--- config.mk ---
export PLATFORM = sky130hd
export DESIGN_NAME = ad9833_rx
export DESIGN_NICKNAME = d
export VERILOG_FILES = /design/src/rtl/ad9833_pkg.sv /design/src/rtl/ad9833_rx_sync.sv /design/src/rtl/ad9833_rx.sv
export SDC_FILE = /design/constraint.sdc
export NUM_CORES = 1
export LEC_CHECK = 0
export CORE_MARGIN = 2
export CORE_UTILIZATION = 54
export CTS_CLUSTER_DIAMETER = 50
export DETAILED_ROUTE_END_ITERATION = 12
export PLACE_DENSITY = 0.84
export SKIP_LAST_GASP = 1
export SLEW_MARGIN = 20
export SYNTH_ARGS = -nofsm -noshare
export SYNTH_HDL_FRONTEND = slang
export SYNTH_SLANG_ARGS = --single-unit
--- constraint.sdc ---
create_clock -name clk -period 4.8 [get_ports clk]
set_clock_uncertainty 0.1 [all_clocks]
set_input_delay 1.2 -clock clk [delete_from_list [all_inputs] [get_ports clk]]
set_output_delay 1.2 -clock clk [all_outputs]
set_load 0.05 [all_outputs]
--- src/rtl/ad9833_pkg.sv ---
// Shared definitions for the AD9833 serial receiver: word types, control bits, FSM states.
package ad9833_pkg;

  typedef enum logic [1:0] {
    WT_CTRL  = 2'b00,
    WT_FREQ0 = 2'b01,
    WT_FREQ1 = 2'b10,
    WT_PHASE = 2'b11
  } word_type_e;

  localparam int unsigned CTRL_B28   = 13;
  localparam int unsigned CTRL_HLB   = 12;
  localparam int unsigned CTRL_RESET = 8;

  localparam logic [15:0] CTRL_RESET_VAL = 16'h0100;

  typedef enum logic {
    ST_IDLE,
    ST_SHIFT
  } rx_state_e;

  // Replace either the MSB or the LSB 14-bit half of a 28-bit frequency shadow.
  function automatic logic [27:0] freq_load(input logic [27:0] cur,
                                            input logic [13:0] data,
                                            input logic        msb);
    return msb ? {data, cur[13:0]} : {cur[27:14], data};
  endfunction

endpackage

--- src/rtl/ad9833_rx_sync.sv ---
// Multi-bit flop-chain synchronizer; bit 0 is treated as sclk and edge-detected.
module ad9833_rx_sync #(
  parameter int unsigned STAGES = 2,
  parameter int unsigned WIDTH  = 3
) (
  input  logic             clk,
  input  logic             rst_n,
  input  logic [WIDTH-1:0] i_async,
  output logic [WIDTH-1:0] o_sync,
  output logic             o_sclk_rise,
  output logic             o_sclk_fall
);
  import ad9833_pkg::*;

  logic [WIDTH-1:0] r_chain [STAGES];
  logic             r_sclk_prev;

  // Chain resets low so an fsync already low at reset release never looks like a falling edge.
  always_ff @(posedge clk or negedge rst_n) begin
    if (!rst_n) begin
      for (int unsigned i = 0; i < STAGES; i++) r_chain[i] <= '0;
      r_sclk_prev <= 1'b0;
    end else begin
      r_chain[0] <= i_async;
      for (int unsigned i = 1; i < STAGES; i++) r_chain[i] <= r_chain[i-1];
      r_sclk_prev <= r_chain[STAGES-1][0];
    end
  end

  assign o_sync      = r_chain[STAGES-1];
  assign o_sclk_rise =  o_sync[0] & ~r_sclk_prev;
  assign o_sclk_fall = ~o_sync[0] &  r_sclk_prev;

endmodule

--- src/rtl/ad9833_rx.sv ---
// AD9833 3-wire bus receiver: assembles 16-bit frames and shadows the device register file.
module ad9833_rx #(
  parameter int unsigned SAMPLE_ON_RISE = 1,
  parameter int unsigned SYNC_STAGES    = 2
) (
  input  logic        clk,
  input  logic        rst_n,
  input  logic        fsync,
  input  logic        sclk,
  input  logic        sdata,
  output logic        word_valid,
  output logic [15:0] word_data,
  output logic [15:0] ctrl_reg,
  output logic [27:0] freq0,
  output logic [27:0] freq1,
  output logic [11:0] phase0,
  output logic [11:0] phase1,
  output logic        frame_err,
  input  logic        clr_err
);
  import ad9833_pkg::*;

  logic [2:0]  w_sync;
  logic        w_rise, w_fall, w_edge, w_fsync, w_sdata, w_fsync_fall, w_err_set;
  logic [15:0] w_word;
  rx_state_e   r_state, w_next;
  logic        r_fsync_prev;
  logic [3:0]  r_bit_cnt;
  logic [14:0] r_shift;
  logic        r_tog0, r_tog1;
  logic        r_word_valid, r_frame_err;
  logic [15:0] r_word_data, r_ctrl;
  logic [27:0] r_freq0, r_freq1;
  logic [11:0] r_phase0, r_phase1;

  ad9833_rx_sync #(.STAGES(SYNC_STAGES), .WIDTH(3)) u_sync (
    .clk         (clk),
    .rst_n       (rst_n),
    .i_async     ({sdata, fsync, sclk}),
    .o_sync      (w_sync),
    .o_sclk_rise (w_rise),
    .o_sclk_fall (w_fall)
  );

  assign w_fsync      = w_sync[1];
  assign w_sdata      = w_sync[2];
  assign w_edge       = (SAMPLE_ON_RISE != 0) ? w_rise : w_fall;
  assign w_fsync_fall = r_fsync_prev & ~w_fsync;
  assign w_err_set    = (r_state == ST_SHIFT) && w_fsync && (r_bit_cnt != 4'd0);
  assign w_word       = {r_shift, w_sdata};

  always_ff @(posedge clk or negedge rst_n) begin
    if (!rst_n) r_state <= ST_IDLE;
    else        r_state <= w_next;
  end

  always_comb begin
    w_next = r_state;
    case (r_state)
      ST_IDLE:  if (w_fsync_fall) w_next = ST_SHIFT;
      ST_SHIFT: if (w_fsync)      w_next = ST_IDLE;
      default:  w_next = ST_IDLE;
    endcase
  end

  always_ff @(posedge clk or negedge rst_n) begin
    if (!rst_n) begin
      r_fsync_prev <= 1'b0;
      r_bit_cnt    <= '0;
      r_shift      <= '0;
      r_tog0       <= 1'b0;
      r_tog1       <= 1'b0;
      r_word_valid <= 1'b0;
      r_word_data  <= '0;
      r_ctrl       <= CTRL_RESET_VAL;
      r_freq0      <= '0;
      r_freq1      <= '0;
      r_phase0     <= '0;
      r_phase1     <= '0;
      r_frame_err  <= 1'b0;
    end else begin
      r_fsync_prev <= w_fsync;
      r_word_valid <= 1'b0;
      if (w_err_set)    r_frame_err <= 1'b1;
      else if (clr_err) r_frame_err <= 1'b0;

      // An sclk edge coinciding with the fsync rise is dropped along with any partial word.
      if (r_state != ST_SHIFT || w_fsync) begin
        r_bit_cnt <= '0;
      end else if (w_edge) begin
        r_bit_cnt <= r_bit_cnt + 4'd1;
        r_shift   <= w_word[14:0];
        if (r_bit_cnt == 4'd15) begin
          r_word_valid <= 1'b1;
          r_word_data  <= w_word;
          case (word_type_e'(w_word[15:14]))
            WT_CTRL: begin
              r_ctrl <= w_word;
              r_tog0 <= 1'b0;
              r_tog1 <= 1'b0;
            end
            WT_FREQ0: begin
              r_freq0 <= freq_load(r_freq0, w_word[13:0],
                                   r_ctrl[CTRL_B28] ? r_tog0 : r_ctrl[CTRL_HLB]);
              r_tog0  <= r_ctrl[CTRL_B28] & ~r_tog0;
            end
            WT_FREQ1: begin
              r_freq1 <= freq_load(r_freq1, w_word[13:0],
                                   r_ctrl[CTRL_B28] ? r_tog1 : r_ctrl[CTRL_HLB]);
              r_tog1  <= r_ctrl[CTRL_B28] & ~r_tog1;
            end
            default: begin
              if (w_word[13]) r_phase1 <= w_word[11:0];
              else            r_phase0 <= w_word[11:0];
            end
          endcase
        end
      end
    end
  end

  assign word_valid = r_word_valid;
  assign word_data  = r_word_data;
  assign ctrl_reg   = r_ctrl;
  assign freq0      = r_freq0;
  assign freq1      = r_freq1;
  assign phase0     = r_phase0;
  assign phase1     = r_phase1;
  assign frame_err  = r_frame_err;

endmodule

; Word level (Yosys, flattened, before mapping)
; Cells that the tools add are included.
[totals]
reg_bits = 144
input_bits = 6
word_cells = 72
[classes]
addsub = 1
eq_ne = 3
muxes = 14
bitwise = 14
reduce_logical = 21
[op_table]
columns = op, n
row1 = $reduce_and 5->1, 6
row2 = $reduce_and 4->1, 3
row3 = $not 1->1, 10
row4 = $mux 1, 9
row5 = $mux 4, 2
row6 = $reduce_bool 2->1, 4
row7 = $pmux 1 s2, 3
row8 = $add 4x1->4 const B, 1
row9 = $and 1x1->1, 4
row10 = $eq 4x4->1 const B, 1
row11 = $reduce_bool 4->1, 1
row12 = $reduce_and 3->1, 1
row13 = $reduce_or 3->1, 1
row14 = $eq 2x1->1 const B, 1
row15 = $eq 2x2->1 const B, 1
row16 = $logic_and 1x1->1, 2
row17 = $logic_not 2->1, 1
row18 = $reduce_and 2->1, 1
row19 = $logic_or 1x1->1, 1

; Longest topological paths before layout
; Gate-level depths: netlist (run 1).
[depth]
word_depth = 4
mapped_depth = 6
ltp_nobuf = 4

; By module
; Synthesis (run 1) repeated with hierarchy kept, for this count alone.
[hier_totals]
cells_unflattened = 347
hier_area_um2 = 5570.3
[by_module_without_submodules]
columns = module, n_inst, cells_per_inst, area_per_inst_um2
row1 = ad9833_rx, 1, 335, 5357.6
row2 = ad9833_rx_sync, 1, 12, 212.7

; Least setup slack after synthesis (run 1)
; Ideal clock, no wire load.
[synth_path]
path_type = flip-flop to flip-flop
startpoint = reg r_ctrl[13], in the netlist ctrl_reg[13]
endpoint = reg r_freq0[10], in the netlist freq0[10]
arrival_time_ns = 2.000
setup_slack_ns = 2.575
path_stages_with_launch = 6
n_path_buf = 2
synth_period_minus_slack_ns = 2.225
cell_sequence = dfrtp_1 > mux2i_1 > or4b_1 > buf_2 > buf_6 > mux2_4
[synth_between]
elab_chain_cells = 3
[synth_lines]
columns = element, line
row1 = "start, declared", ad9833_rx.sv:32  ; logic [15:0] r_word_data, r_ctrl;
row2 = "start signal, assigned", ad9833_rx.sv:98  ; r_ctrl <= w_word;
row3 = $mux 1, ad9833_rx.sv:104  ; r_ctrl[CTRL_B28] ? r_tog0 : r_ctrl[CTRL_HLB]);
row4 = $not 1->1 (no line), n/a
row5 = $reduce_and 5->1 (no line), n/a
row6 = "end signal, assigned", ad9833_rx.sv:103  ; r_freq0 <= freq_load(r_freq0, w_word[13:0],
row7 = "end, declared", ad9833_rx.sv:33  ; logic [27:0] r_freq0, r_freq1;
; No other way between the ends.
; A chain may end at the register's enable or synchronous reset.

; Worst setup path after layout (run 1)
[layout_path]
startpoint = reg r_ctrl[8], in the netlist ctrl_reg[8]
endpoint = out ctrl_reg[8]
[layout_lines]
columns = element, line
row1 = "end, declared", ad9833_rx.sv:13  ; output logic [15:0] ctrl_reg,
; No word-level cell between the ends.

==> results of run 1 <==
[cell usage after synthesis, types with 2 or more instances]
| cell | number |
|---|---|
| mux2i_1 | 3 |
| nor2_1 | 7 |
| mux2_2 | 100 |
| nand2_1 | 47 |
| nor2b_1 | 4 |
| clkbuf_1 | 2 |
| ha_1 | 2 |
| buf_4 | 9 |
| buf_2 | 12 |
| inv_1 | 6 |
| nor4_2 | 2 |
| o21ai_0 | 3 |
| nand2b_1 | 3 |
| mux2_4 | 10 |
| a21oi_1 | 2 |
| dfrtp_1 | 143 |
[through the flow]
step / cells / util (%) / area [um^2] / total power [mW] / worst slack (ns)
floorplan: 376 / - / 5582 / 1.286 / 2.575
global placement: 607 / 67.10 / 6834 / 1.314 / 2.194
detailed placement: 607 / 67.10 / 6834 / 1.316 / 2.161
CTS: 639 / 73.03 / 7438 / 2.652 / 1.648
global route: 640 / 73.17 / 7452 / 2.721 / 1.619
finish: 640 / 73.17 / 7452 / 2.640 / 1.672
[power groups by stage]
stage,Combinational (mW),Clock [mW],Sequential (mW)
4_1_cts,0.0446,1.36,1.25
6_report,0.0429,1.35,1.25
5_1_grt,0.0503,1.42,1.25
3_3_place_gp,0.0428,0,1.27
3_5_place_dp,0.0437,0,1.27
2_1_floorplan,0.0328,0,1.25
[cell type report]
| type | instances | area (um^2) |
|---|---|---|
| Fill cell | 649 | 2733 |
| Clock buffer | 21 | 439.2 |
| Inverter | 6 | 22.52 |
| Sequential cell | 144 | 3605 |
| Multi-Input combinational cell | 201 | 1837 |
| Clock inverter | 11 | 165.2 |
| Timing Repair Buffer | 121 | 1214 |
| Tap cell | 136 | 170.2 |
[path summary, 6_finish.rpt]
path	to	cells past startpoint
max	ctrl_reg[8]	1
min	u_sync.o_sync[1]$_DFF_PN0_	0
max reg2reg	freq0[5]$_DFFE_PN0P_	3
min reg2reg	u_sync.o_sync[1]$_DFF_PN0_	0
max in group asynchronous	freq0[23]$_DFFE_PN0P_	2
min in group asynchronous	freq0[21]$_DFFE_PN0P_	1
[kinds of logic after synthesis]
kind of cell,after synthesis
xor+xnor,2
flops,144
compound gates,8
mux,113
simple gates,76
buf+inv,31
fa+ha+maj,2
[metal layers]
| metal | vias up | share of wire, % |
|---|---|---|
| met4 | 0 | 1.5 |
| li1 | 1526 | - |
| met3 | 19 | 4.7 |
| met2 | 99 | 52 |
| met1 | 1758 | 42 |
| met5 | - | 0 |
==> flow_summary.yaml, run 1 <==
synth:
  seq_area_frac_synth_pct: 64.58
  synth_area_um2: 5582
  synth-simple-area-share_pct: 7.241
  synth_top_family_by_area: "multiplexers"
  synth_compound_area_share_pct: 0.9191
  synth-main-ff-cell: "dfrtp_1"
  synthTopCellsByArea: "dfrtp_1 (64%), mux2_2 (20%), nand2_1 (3.2%), mux2_4 (2.7%), buf_4 (1.2%)"
  syn_nets: 384
  avgSynthCellArea_um2: 14.84
  yosysTopAreaCellShare_pct: 64.11
  synth_fa_ha_area_share_pct: 0.4483
  post-synth-top-area-cell: "dfrtp_1"
  synthArstFlopShare_pct: 100.0
  synth_seq_cells: 144
  muxShareOfSynthArea_pct: 23.40
  syn_inst: 376
  synth_warnings: 0
  synth_cell_types: 37
  synth_edf_count: 0
  synth_xor_area_share_pct: 0.3138
final_layout:
  mostFrequentLayoutCell: "dfrtp_1"
  most-common-layout-cells: "dfrtp_1 (143), clkdlybuf4s50_1 (118), mux2_2 (100)"
  diodes: 0
  layout-drive-gt1-share_pct: 29.76
  fin_nets: 499
  area_growth_pct: 33.51
clock_tree:
  htree_levels: 4
  postCtsSetupBuffers: 0
  cts_buffers: 17
  cts.sinks: 144
  cts.path.max_buffers: 2
  postCtsHoldBufs: 0
  insertion_delay_ns: 0.51
  cts_resized: 0
  cts-root-buf: "clkbuf_8"
  clkSlewWorstSetupHoldPaths_ns: 0.06
  cts_tree: "built"
worst_setup_path:
  required_ns: 3.50
  cp-start-kind: "flip-flop"
  cp.arrival_ns: 1.83
  path_buf_inv: 1
  path_delay_family: "buffers and inverters"
  cp-startpoint: "ctrl_reg[8]$_DFFE_PN1P_"
  r2r-start: "u_sync.r_sclk_prev$_DFF_PN0_"
  crit_chain: "clkdlybuf4s50_1"
  crit_fanout: 2
  crit_slowest_cell: "clkdlybuf4s50_1"
  cp_slowest_stage_delay_ns: 0.79
  end_kind: "output port"
  critPathKind: "flip-flop to output port"
  rrSetupSlack_ns: 2.16
route:
  ant_nets: 0
  routed_via_density: 5.316
  dr.pass1.iters: 6
  drt_iter0_markers: 149
  wl_um: 12490
  num_vias: 3402
  wl_per_cell_um: 19.51
  drcViolationCount: 0
timing:
  fin_crit_sh_pct: 65.17
  rsz0062_at_grt: "false"
  setup_viol: 0
  fin_crit_ns: 3.128
  worst_pin_slew_ns: 1.015
  max_freq_mhz: 319.7
  maxSlewHeadroom_pct: 31.81
  finalHoldViolCount: 0
  drv_slew: 0
  setup_tns_ns: 0
  hold_ws_ns: 0.2483
power_and_ir_drop:
  internal-power_mw: 2.092
  pwr-share-seq_pct: 47.4
  p_comb_share_pct: 1.6
  peakVddDrop_uv: 252.6
  swShare_pct: 20.77
  p_per_area_nw_per_um2: 354.3
  clkPwrFrac_pct: 51.0
  power.leakage_nw: 3.599
  p_sw_uw: 548.3
global_routing:
  grt_usage_pct: 24.25
  overflow: 0
  grt_pass1_wl_um: 20420
  grt_max_degree: 123
  antenna_found_initial: 0
  grt_pass1_vias: 3790
  use_met3_pct: 6.432
  gr-max-usage-layer: "met2"
  grt_use_met1_pct: 30.72
  grt_util_met2_pct: 39.95
floorplan:
  start_util_pct: 54.80
  die_area_um2: 11170
  die_w_um: 105.7
  design.core.area_um2: 10180
  ios: 120
  rows: 37
  chipHeight_um: 105.7
status:
  status: "finished clean"
placed_design:
  place_congestion: 0.7383
  portBuffers: 119
  dp_hpwl_um: 7634
hold_path:
  min_path_type: "flip-flop to flip-flop"
  min_from: "u_sync.r_chain[4]$_DFF_PN0_"
run:
  max_cap_violations: 0
(Power assumes the default switching activity.)
==> run 2, diff against run 1 <==
- CORE_UTILIZATION: 54 -> 46
- PLACE_DENSITY: 0.84 -> 0.76
- clock period: 4.8 -> 2.5 ns (I/O delays scaled with it)
==> run 2 against run 1 <==
Sequential power is 92% higher. Critical path type unchanged. First-iteration DRC count up 8.1%. Register-to-register slack got worse by 1.9 ns.
==> flow_summary.yaml, run 2 (synthesis gave the netlist of run 1 again) <==
power_and_ir_drop:
  p_sw_mw: 1.063
  peakVddDrop_uv: 385.4
  finalPower_mw: 5.106
  clkPwrFrac_pct: 51.1
  power.leakage_nw: 3.703
  pwr-share-seq_pct: 47.1
  swShare_pct: 20.82
  p_per_area_nw_per_um2: 666.2
  p_comb_share_pct: 1.8
  internal-power_mw: 4.043
global_routing:
  grt_pass1_vias: 3582
  antenna_found_initial: 0
  grt_max_degree: 65
  grt_usage_pct: 20.09
  overflow: 0
  grt_pass1_wl_um: 19770
floorplan:
  start_util_pct: 46.86
  die_w_um: 114.2
  chipHeight_um: 114.2
  ios: 120
  design.core.area_um2: 11910
  rows: 40
  die_area_um2: 13030
route:
  wl_met1_um: 5286
  routed_via_density: 5.195
  top_layer: "met4"
  wl_um: 12390
  wl_met2_um: 6087
  drt_iter0_markers: 161
  wl_per_cell_um: 18.57
  num_vias: 3465
  drcViolationCount: 0
  ant_nets: 0
  dr.pass1.iters: 6
  wl_met3_um: 823
clock_tree:
  cts_buffers: 17
  clkSlewWorstSetupHoldPaths_ns: 0.06
  cts_resized: 0
  cts.sinks: 144
  postCtsHoldBufs: 0
  cts.path.max_buffers: 2
  postCtsSetupBuffers: 0
  cts-root-buf: "clkbuf_16"
  cts_tree: "built"
  htree_levels: 4
  insertion_delay_ns: 0.41
worst_setup_path:
  required_ns: 1.77
  path_buf_inv: 1
  crit_chain: "clkdlybuf4s50_1"
  critPathKind: "flip-flop to output port"
  end_kind: "output port"
  crit_fanout: 2
  cp_slowest_stage_delay_ns: 0.80
  crit_slowest_cell: "clkdlybuf4s50_1"
  path_delay_family: "buffers and inverters"
  cp-start-kind: "flip-flop"
  cp.arrival_ns: 1.73
placed_design:
  dp_hpwl_um: 8448
  portBuffers: 119
  place_congestion: 0.7698
timing:
  rsz0062_at_grt: "false"
  setup_tns_ns: 0
  setup_viol: 0
  drv_slew: 0
  fin_crit_sh_pct: 98.38
  maxSlewHeadroom_pct: 60.68
  finalHoldViolCount: 0
  max_freq_mhz: 406.6
  worst_pin_slew_ns: 0.5897
  fin_crit_ns: 2.460
run:
  max_cap_violations: 0
status:
  status: "finished clean"
final_layout:
  fill_cells: 885
  most-common-layout-cells: "dfrtp_1 (143), clkdlybuf4s50_1 (118), mux2_2 (100)"
  multi_input_area_um2: 1837
  mostFrequentLayoutCell: "dfrtp_1"
  layout-drive-gt1-share_pct: 32.50
  diodes: 0
  seqCellArea_um2: 3605
  fin_nets: 516
  area_growth_pct: 37.30
hold_path:
  min_path_type: "primary input to asynchronous set/reset pin"
==> run 2: changes by cell type in the layout (fill, tap and decap cells not counted) <==
cell,previous run,this run
buf_4,1,14
clkinv_2,3,2
clkinv_4,0,2
clkinvlp_4,4,6
clkbuf_16,16,17
buf_12,0,5
clkbuf_8,3,0
clkbuf_1,3,0
==> run 2: per-layer routing <==
layer	GRT usage, %	vias up
li1	-	1554
met1	26.02	1790
met2	32.30	105
met3	6.670	16
met4	6.341	0
met5	0	-
==> run 2: metrics by stage <==
step                      instances  hold slack, ns  worst slack [ns]  area [um^2]  utilization, %
after detailed placement        636          0.2347            0.3054         7046           59.15
after CTS                       667          0.1188           0.02741         7664           64.34
after global placement          636          0.2353            0.3605         7046           59.15
final                           667          0.1048           0.04047         7664           64.34
after global routing            667          0.1415           0.01527         7664           64.34
after floorplan                 376          0.2294            0.2754         5582               -
==> run 2: final timing paths <==
| path | startpoint | endpoint | slack [ns] | cells past startpoint |
|---|---|---|---|---|
| worst max-delay path | ctrl_reg[8]$_DFFE_PN1P_ | ctrl_reg[8] | 0.04 | 1 |
| worst min-delay path | rst_n | u_sync.r_chain[3]$_DFF_PN0_ | 0.10 | 1 |
| worst max register to register | u_sync.r_sclk_prev$_DFF_PN0_ | freq0[13]$_DFFE_PN0P_ | 0.31 | 4 |
| worst min register to register | u_sync.r_chain[4]$_DFF_PN0_ | u_sync.o_sync[1]$_DFF_PN0_ | 0.25 | 0 |
| max in group asynchronous | rst_n | freq1[18]$_DFFE_PN0P_ | 1.53 | 2 |
| min in group clk | u_sync.r_chain[4]$_DFF_PN0_ | u_sync.o_sync[1]$_DFF_PN0_ | 0.25 | 0 |
==> run 2: power by group through the flow <==
stage               Combinational [mW]  Clock, mW  Sequential, mW
global route                     0.106       2.76            2.41
detailed placement              0.0949          0            2.45
finish                          0.0915       2.61            2.40
floorplan                       0.0630          0            2.41
CTS                             0.0956       2.65            2.40
global placement                0.0914          0            2.44
==> run 2: area by class of cell <==
class                   count  share of cell area (%)
clock buffers              17                   5.551
clock inverters            14                   2.514
inverters                   6                  0.2939
multi-input cells         201                   23.97
flip-flops and latches    144                   47.04
well taps                 147                   2.400
repair buffers            138                   18.24
==> run 3, diff against run 2 <==
- CORE_UTILIZATION: 46 -> 35
- PLACE_DENSITY: 0.76 -> unset
==> run 3 against run 2 <==
Non-clock buffer count up 1. Hold slack got worse by 0.042 ns. Setup slack better by 0.078 ns. Core utilization down 15 points. Fmax rose by 3.3%. Via count is 0.20% higher. First-iteration DRC count rose by 13%. Count of clock-buffer cells in the layout increased by 6. Critical path depth unchanged. Die area up 30%. Largest power group unchanged.
==> flow_summary.yaml, run 3 (synthesis gave the netlist of run 1 again) <==
status:
  status: "finished clean"
floorplan:
  ios: 120
  die_area_um2: 16970
  chipHeight_um: 130.3
  die_w_um: 130.3
  rows: 46
  start_util_pct: 35.52
  design.core.area_um2: 15710
placed_design:
  pre_cts_ws_ns: 0.2012
  portBuffers: 119
  place_congestion: 0.8097
  placed_cells: 706
  dp_hpwl_um: 9025
route:
  drcViolationCount: 0
  wl_per_cell_um: 17.80
  dr.pass1.iters: 4
  ant_nets: 0
  wl_um: 13140
  num_vias: 3472
  drt_iter0_markers: 182
  routed_via_density: 4.705
global_routing:
  gr-max-usage-layer: "met2"
  antenna_found_initial: 0
  overflow: 0
  grt_util_met2_pct: 25.93
  grt_max_degree: 56
  grt_pass1_wl_um: 20710
  grt_use_met1_pct: 21.33
  use_met3_pct: 6.355
  grt_usage_pct: 16.54
  grt_pass1_vias: 3613
clock_tree:
  cts_resized: 0
  insertion_delay_ns: 0.42
  cts_buffers: 17
  cts_tree: "built"
  postCtsHoldBufs: 0
  postCtsSetupBuffers: 0
  cts.path.max_buffers: 2
  clkSlewWorstSetupHoldPaths_ns: 0.06
  htree_levels: 4
  cts.sinks: 144
  cts-root-buf: "clkbuf_16"
power_and_ir_drop:
  peakVddDrop_uv: 454.5
  power.leakage_nw: 3.762
  p_per_area_nw_per_um2: 673.4
worst_setup_path:
  end_kind: "output port"
  crit_chain: "clkdlybuf4s50_1"
  path_buf_inv: 1
  path_delay_family: "buffers and inverters"
  required_ns: 1.77
  rrSetupSlack_ns: 0.19
  cp_slowest_stage_delay_ns: 0.83
  crit_fanout: 4
  critPathKind: "flip-flop to output port"
  cp.arrival_ns: 1.66
  crit_slowest_cell: "clkdlybuf4s50_1"
  cp-start-kind: "flip-flop"
timing:
  fin_crit_sh_pct: 95.26
  rsz0062_at_grt: "false"
  setup_viol: 0
  worst_pin_slew_ns: 0.5662
  max_freq_mhz: 419.9
  drv_slew: 0
  hold_ws_ns: 0.06324
  fin_crit_ns: 2.381
  setup_tns_ns: 0
  finalHoldViolCount: 0
  fin_ws_ns: 0.1186
  maxSlewHeadroom_pct: 62.25
final_layout:
  fill_cells: 1367
  final_cells: 738
  most-common-layout-cells: "dfrtp_1 (143), clkdlybuf4s50_1 (116), mux2_2 (100)"
  area_growth_pct: 38.85
  layout-drive-gt1-share_pct: 32.38
  diodes: 0
  multi_input_area_um2: 1837
  fin_nets: 517
  mostFrequentLayoutCell: "dfrtp_1"
  seqCellArea_um2: 3605
run:
  max_cap_violations: 0
hold_path:
  min_path_type: "primary input to asynchronous set/reset pin"
run 3: final timing paths:
path	startpoint	endpoint	depth (start not counted)
hold reg to reg	u_sync.r_chain[3]$_DFF_PN0_	u_sync.o_sync[0]$_DFF_PN0_	0
setup reg to reg	r_bit_cnt[0]$_DFFE_PN0P_	phase1[10]$_DFFE_PN0P_	5
hold / removal	rst_n	ctrl_reg[4]$_DFFE_PN0P_	1
min in group clk	u_sync.r_chain[3]$_DFF_PN0_	u_sync.o_sync[0]$_DFF_PN0_	0
setup / recovery	ctrl_reg[12]$_DFFE_PN0P_	ctrl_reg[12]	1
max in group asynchronous	rst_n	ctrl_reg[8]$_DFFE_PN1P_	2
run 3: final cells by class:
cell class | instances | share of cell area, %
tap | 216 | 3.487
multi-input combinational | 201 | 23.70
timing repair buffer | 139 | 17.71
inverter | 6 | 0.2906
clock inverter | 9 | 2.002
clock buffer | 23 | 6.296
sequential | 144 | 46.51
run 3: layer usage:
metal | vias up | part of all wire [%]
li1 | 1555 | -
met1 | 1803 | 45
met2 | 104 | 48
met3 | 10 | 6.7
met4 | 0 | 0.79
met5 | - | 0
run 3: through the flow:
step	power (mW)	instance area (um^2)	utilization (%)
after floorplan	2.469	5582	-
after global placement	2.538	7102	45.20
after detailed placement	2.544	7102	45.20
after CTS	5.290	7745	49.29
after global routing	5.416	7750	49.32
final	5.219	7750	49.32
run 3: where the power goes:
group,internal [mW],leakage [nW],switching [mW],total [mW]
clock,1.78,0.314,0.943,2.72
sequential,2.35,1.99,0.0526,2.41
combinational,0.0288,1.46,0.0629,0.0916
total,4.16,3.76,1.06,5.22
run 3: worst reg2reg max path, stage by stage (launching register included):
cell and delay (ns):
dfrtp_1 0.42, ha_1 0.25, nand3_2 0.09, buf_4 0.18, or4_1 0.77, mux2_2 0.39
==> RTL change 1: new RTL, settings of run 3 <==
`SYNC_STAGES`: 2 -> 8.
--- a/src/rtl/ad9833_rx.sv
+++ b/src/rtl/ad9833_rx.sv
@@ -1,7 +1,7 @@
 // AD9833 3-wire bus receiver: assembles 16-bit frames and shadows the device register file.
 module ad9833_rx #(
   parameter int unsigned SAMPLE_ON_RISE = 1,
-  parameter int unsigned SYNC_STAGES    = 2
+  parameter int unsigned SYNC_STAGES    = 8
 ) (
   input  logic        clk,
   input  logic        rst_n,
Function: changed (Yosys sat finds a counterexample within 10 cycles, from zero or initial values and one cycle with rst_n low).
==> RTL change 1 against run 3 <==
- combinational power up 1%
- routed wire length up 2.7%
- setup slack worse by 3.3 ps
- area after synthesis up 8.4%
- worst hold slack better by 1.9 ps
- sequential cell count up 18
- design area up 5.0%
- total power up 3.6%
==> RTL change 1: results (changes against run 3) <==
Power and ir drop
  – LEAKAGE: 0.00393 µW (+4.4%)
  – Peak supply drop: 414 µV (-8.8%)

Logic synthesis
  – Largest cells by area after synthesis: dfrtp_1 67%, mux2_2 19%, nand2_1 3.0%
  – Post-synthesis sequential area ratio: 67.0% (+2.5 points)
  – Number of enable flip-flop cells after synthesis: 0 (unchanged)
  – Async SR Flop Fraction: 100% (unchanged)
  – Post-Syn Instances: 395 (+5.1%)
  – Synth cell types: 37 (unchanged)
  – Post-synth top cells: 161 x dfrtp_1, 100 x mux2_2, 48 x nand2_1, 11 x buf_2
  – Yosys warning count: 0 (unchanged)

Place
  – Gpl congestion: 0.724 (-11%)
  – Dpl hpwl: 9.29 mm (+2.9%)
  – Placed insts: 731 (+3.5%)
  – Dpl cell area: 7540 µm² (+6.1%)
  – Pre-CTS setup slack: 317 ps (+116 ps)
  – PortBufs: 119 (unchanged)

Final layout
  – NumNets Final: 533 (+3.1%)
  – Share of cells above drive strength 1: 31.8% (-0.59 points)
  – Diodes inserted: 0 (unchanged)
  – Non-filler cells in the finished layout: 763 (+3.4%)
  – Fillers: 1,499 (+9.7%)

Global routing
  – Initial antenna violation count: 0 (unchanged)
  – Number of global-route vias before repair: 3,756 (+4.0%)
  – Largest net degree at the start of global routing: 58 (+3.6%)
  – Wire length of the first global-routing pass: 21.6 mm (+4.1%)
  – Total track usage: 15.8% (-0.72 points)

Detailed routing
  – Vias per Instance: 4.69 (-0.41%)
  – DR pass1 iterations: 4 (unchanged)
  – 1st-iter DRT viols: 175 (-3.8%)
  – Final wirelength: 13.5 mm (+2.7%)

CTS
  – Total CTS buffers: 17 (unchanged)
  – Worst-skew pair later-pin latency: 420 ps (about the same)
  – CTS resizes: 1 (+1)
  – Post-CTS Setup Bufs: 0 (unchanged)
  – Clock-pin slew on the worst setup and hold paths: 60 ps (about the same)
  – Max H-tree Level: 4 (unchanged)

Run status
  – Outcome: finished clean

Critical path
  – R2R Path End: freq0[19]
  – Reg2Reg Launch Point: u_sync.o_sync[1]
  – Critical path peak fanout: 4 (unchanged)
  – Crit-path max cell delay: 840 ps
  – Slowest-stage cell, CP: clkdlybuf4s50_1
  – Delay-heaviest family, CP: buffers and inverters
  – Setup slack, reg-to-reg: 310 ps (+120 ps)

STA
  – Rel. slew slack: 62.4% (+0.11 points)
  – Final Hold Fails: 0 (unchanged)
RTL change 1: how the worst max path moves through the flow:
stage / start / endpoint / slack (ps) / cells after the start
after global placement: r_bit_cnt[1] / freq0[4] / 380 / 5
after detailed placement: u_sync.o_sync[1] / freq0[25] / 320 / 5
after CTS: ctrl_reg[8] / ctrl_reg[8] / 6 / 1
after global routing: ctrl_reg[12] / ctrl_reg[12] / 60 / 1
final: ctrl_reg[12] / ctrl_reg[12] / 120 / 1
after floorplan: ctrl_reg[13] / freq0[0] / 260 / 5
RTL change 1: cell families after synthesis:
logic type | synth area share (%)
buffers and inverters | 3.27
xor gates and xnor gates | 0.290
muxes | 21.6
DFF | 67.0
and+or+nand+nor | 6.56
adders and majority gates | 0.414
AOI/OAI and AO/OA | 0.848
RTL change 1: per-layer routing:
layer  up-vias  track usage (%)  routed length, µm
li1       1605                -                  -
met3        16             4.68                795
met2        95             25.1               6460
met4         0             6.19                242
met1      1859             20.5               5980
met5         -                0                  0
RTL change 1: final cells by class:
| cell class | count | area, µm² | area share [%] |
|---|---|---|---|
| clock buffer | 17 | 425 | 5.23 |
| clock inverter | 15 | 171 | 2.11 |
| inverter | 5 | 18.8 | 0.231 |
| multi-input combinational | 200 | 1830 | 22.5 |
| sequential | 162 | 4060 | 49.8 |
| tap | 225 | 282 | 3.46 |
| timing repair buffer | 139 | 1360 | 16.7 |
RTL change 1: stage by stage:
stage               total power, µW  hold WS [ps]
floorplan                      2770           229
global placement               2850           232
detailed placement             2850           235
CTS                            5480          70.4
global route                   5620          94.1
finish                         5410          65.1
RTL change 1: where the power goes:
group          switching (µW)  total, µW  internal, µW
clock                    1110       2610          1500
sequential               51.6       2710          2660
combinational            65.8       92.7          26.9
total                    1230       5410          4180
==> RTL change 2: new RTL, config.mk and constraints of run 3 <==
Made on the original files. Put one more register stage on the output `freq0`, cleared by the reset. The value now appears one clock later. The other outputs are not delayed to match.
--- a/src/rtl/ad9833_rx.sv
+++ b/src/rtl/ad9833_rx.sv
@@ -122,7 +122,13 @@
   assign word_valid = r_word_valid;
   assign word_data  = r_word_data;
   assign ctrl_reg   = r_ctrl;
-  assign freq0      = r_freq0;
+  always_ff @(posedge clk or negedge rst_n) begin
+    if (!rst_n) begin
+      freq0 <= '0;
+    end else begin
+      freq0 <= r_freq0;
+    end
+  end
   assign freq1      = r_freq1;
   assign phase0     = r_phase0;
   assign phase1     = r_phase1;
Function: same outputs for any inputs over 10 cycles, from zero or initial values and one cycle with rst_n low; that may be too few to reach the edited logic, so the function may still have changed.
==> RTL change 2 against run 3 <==
- via count up 3.8%
- area after synthesis rose by 14%
- routed wire length up 3.3%
- sequential cell count up 28
- critical path depth is the same
- clock power fell by 2%
- design area increased by 9.3%
- global-route usage shrank 1.6 points
- total power increased by 7.9%
- sequential share of layout area rose by 4.3 points
- setup slack worse by 66 ps
- critical endpoint is now ctrl_reg[13]
- largest cell class unchanged
- largest power group is now registers
==> RTL change 2: results (changes against run 3) <==
Place
  – Pre-CTS setup slack: 413 ps (+212 ps)
  – Placed insts: 743 (+5.2%)
  – Dpl hpwl: 9.32 mm (+3.2%)
  – Gpl congestion: 0.806 (-0.49%)

Final layout
  – NumNets Final: 541 (+4.6%)
  – Design area: 8470 µm² (+9.3%)
  – Non-filler cells in the finished layout: 775 (+5.0%)
  – Non-Clock Buffer Count: 137 (-1.4%)
  – Multi-input combinational area share: 22.1% (-1.6 points)
  – Clock-cell share: 7.13% (-1.2 points)
  – Final non-clock buffer share: 16.3% (-1.4 points)
  – Multi-In Gates: 199 (-1.0%)

Global routing
  – Met3 usage: 3.97% (-2.4 points)
  – Grt met2 use: 23.4% (-2.5 points)
  – Wire length of the first global-routing pass: 22.0 mm (+6.1%)
  – Total track usage: 14.9% (-1.6 points)
  – GR Layer Usage met1: 20.3% (-1.0 points)
  – Number of global-route vias before repair: 3,759 (+4.0%)

Logic synthesis
  – Post-synth top cells: 171 x dfrtp_1, 93 x mux2_2, 45 x nand2_1, 17 x mux2_4, 13 x buf_4
  – #FFs+latches synth: 172 (+19%)
  – Syn nets: 410 (+6.8%)
  – Post-Syn Instances: 402 (+6.9%)
  – Largest cells by area after synthesis: dfrtp_1 67%, mux2_2 16%, mux2_4 4.0%
  – Compound-Gate Fraction of Synth Area: 1.04% (+0.12 points)

Detailed routing
  – 1st-iter DRT viols: 199 (+9.3%)
  – Routed met1 length: 6.38 mm (+8.5%)

Run status
  – Outcome: finished clean

Power and ir drop
  – Peak supply drop: 464 µV (+2.1%)
  – LEAKAGE: 0.00410 µW (+8.9%)

Critical path
  – R2R Path End: phase1[5]
  – Setup slack, reg-to-reg: 390 ps (+200 ps)
  – Crit-path max cell delay: 860 ps (+30 ps)
  – Worst EP arrival: 1720 ps (+60 ps)
  – Crit path to: ctrl_reg[13]
  – Worst setup startpoint: ctrl_reg[13]

STA
  – Worst Hold Margin: 13.0 ps (-50.3 ps)
  – Fin crit share: 97.9% (+2.6 points)
## RTL change 2: cell count changes after synthesis, moves of 2 or more
cell,delta
mux2_2,-7
o31ai_1,+2
nand2_1,-2
buf_2,-5
nor2_1,-2
dfrtp_1,+28
nor4_2,-2
nor4_4,+3
buf_4,+4
buf_6,+2
mux2_4,+7
## RTL change 2: where the power goes
part           total (µW)  switching (µW)  internal (µW)
registers            2860            55.4           2800
clock network        2670            1160           1510
logic                 104            70.7           33.4
## RTL change 2: kinds of logic (layout without fill, tap and decap cells)
logic type / Yosys count / after routing
AOI/OAI and AO/OA: 10 / 10
xor gates and xnor gates: 2 / 2
muxes: 112 / 112
buffers and inverters: 31 / 175
adders and majority gates: 2 / 2
and+or+nand+nor: 73 / 73
DFF: 172 / 172
## RTL change 2: what timing repair did
| action | 4_1_cts | 5_1_grt |
|---|---|---|
| hold endpoints to repair | 0 | 0 |
| endpoints found under the setup margin | 0 | 1 |
| resized for setup | 0 | 1 |
| buffers inserted | 0 | 0 |
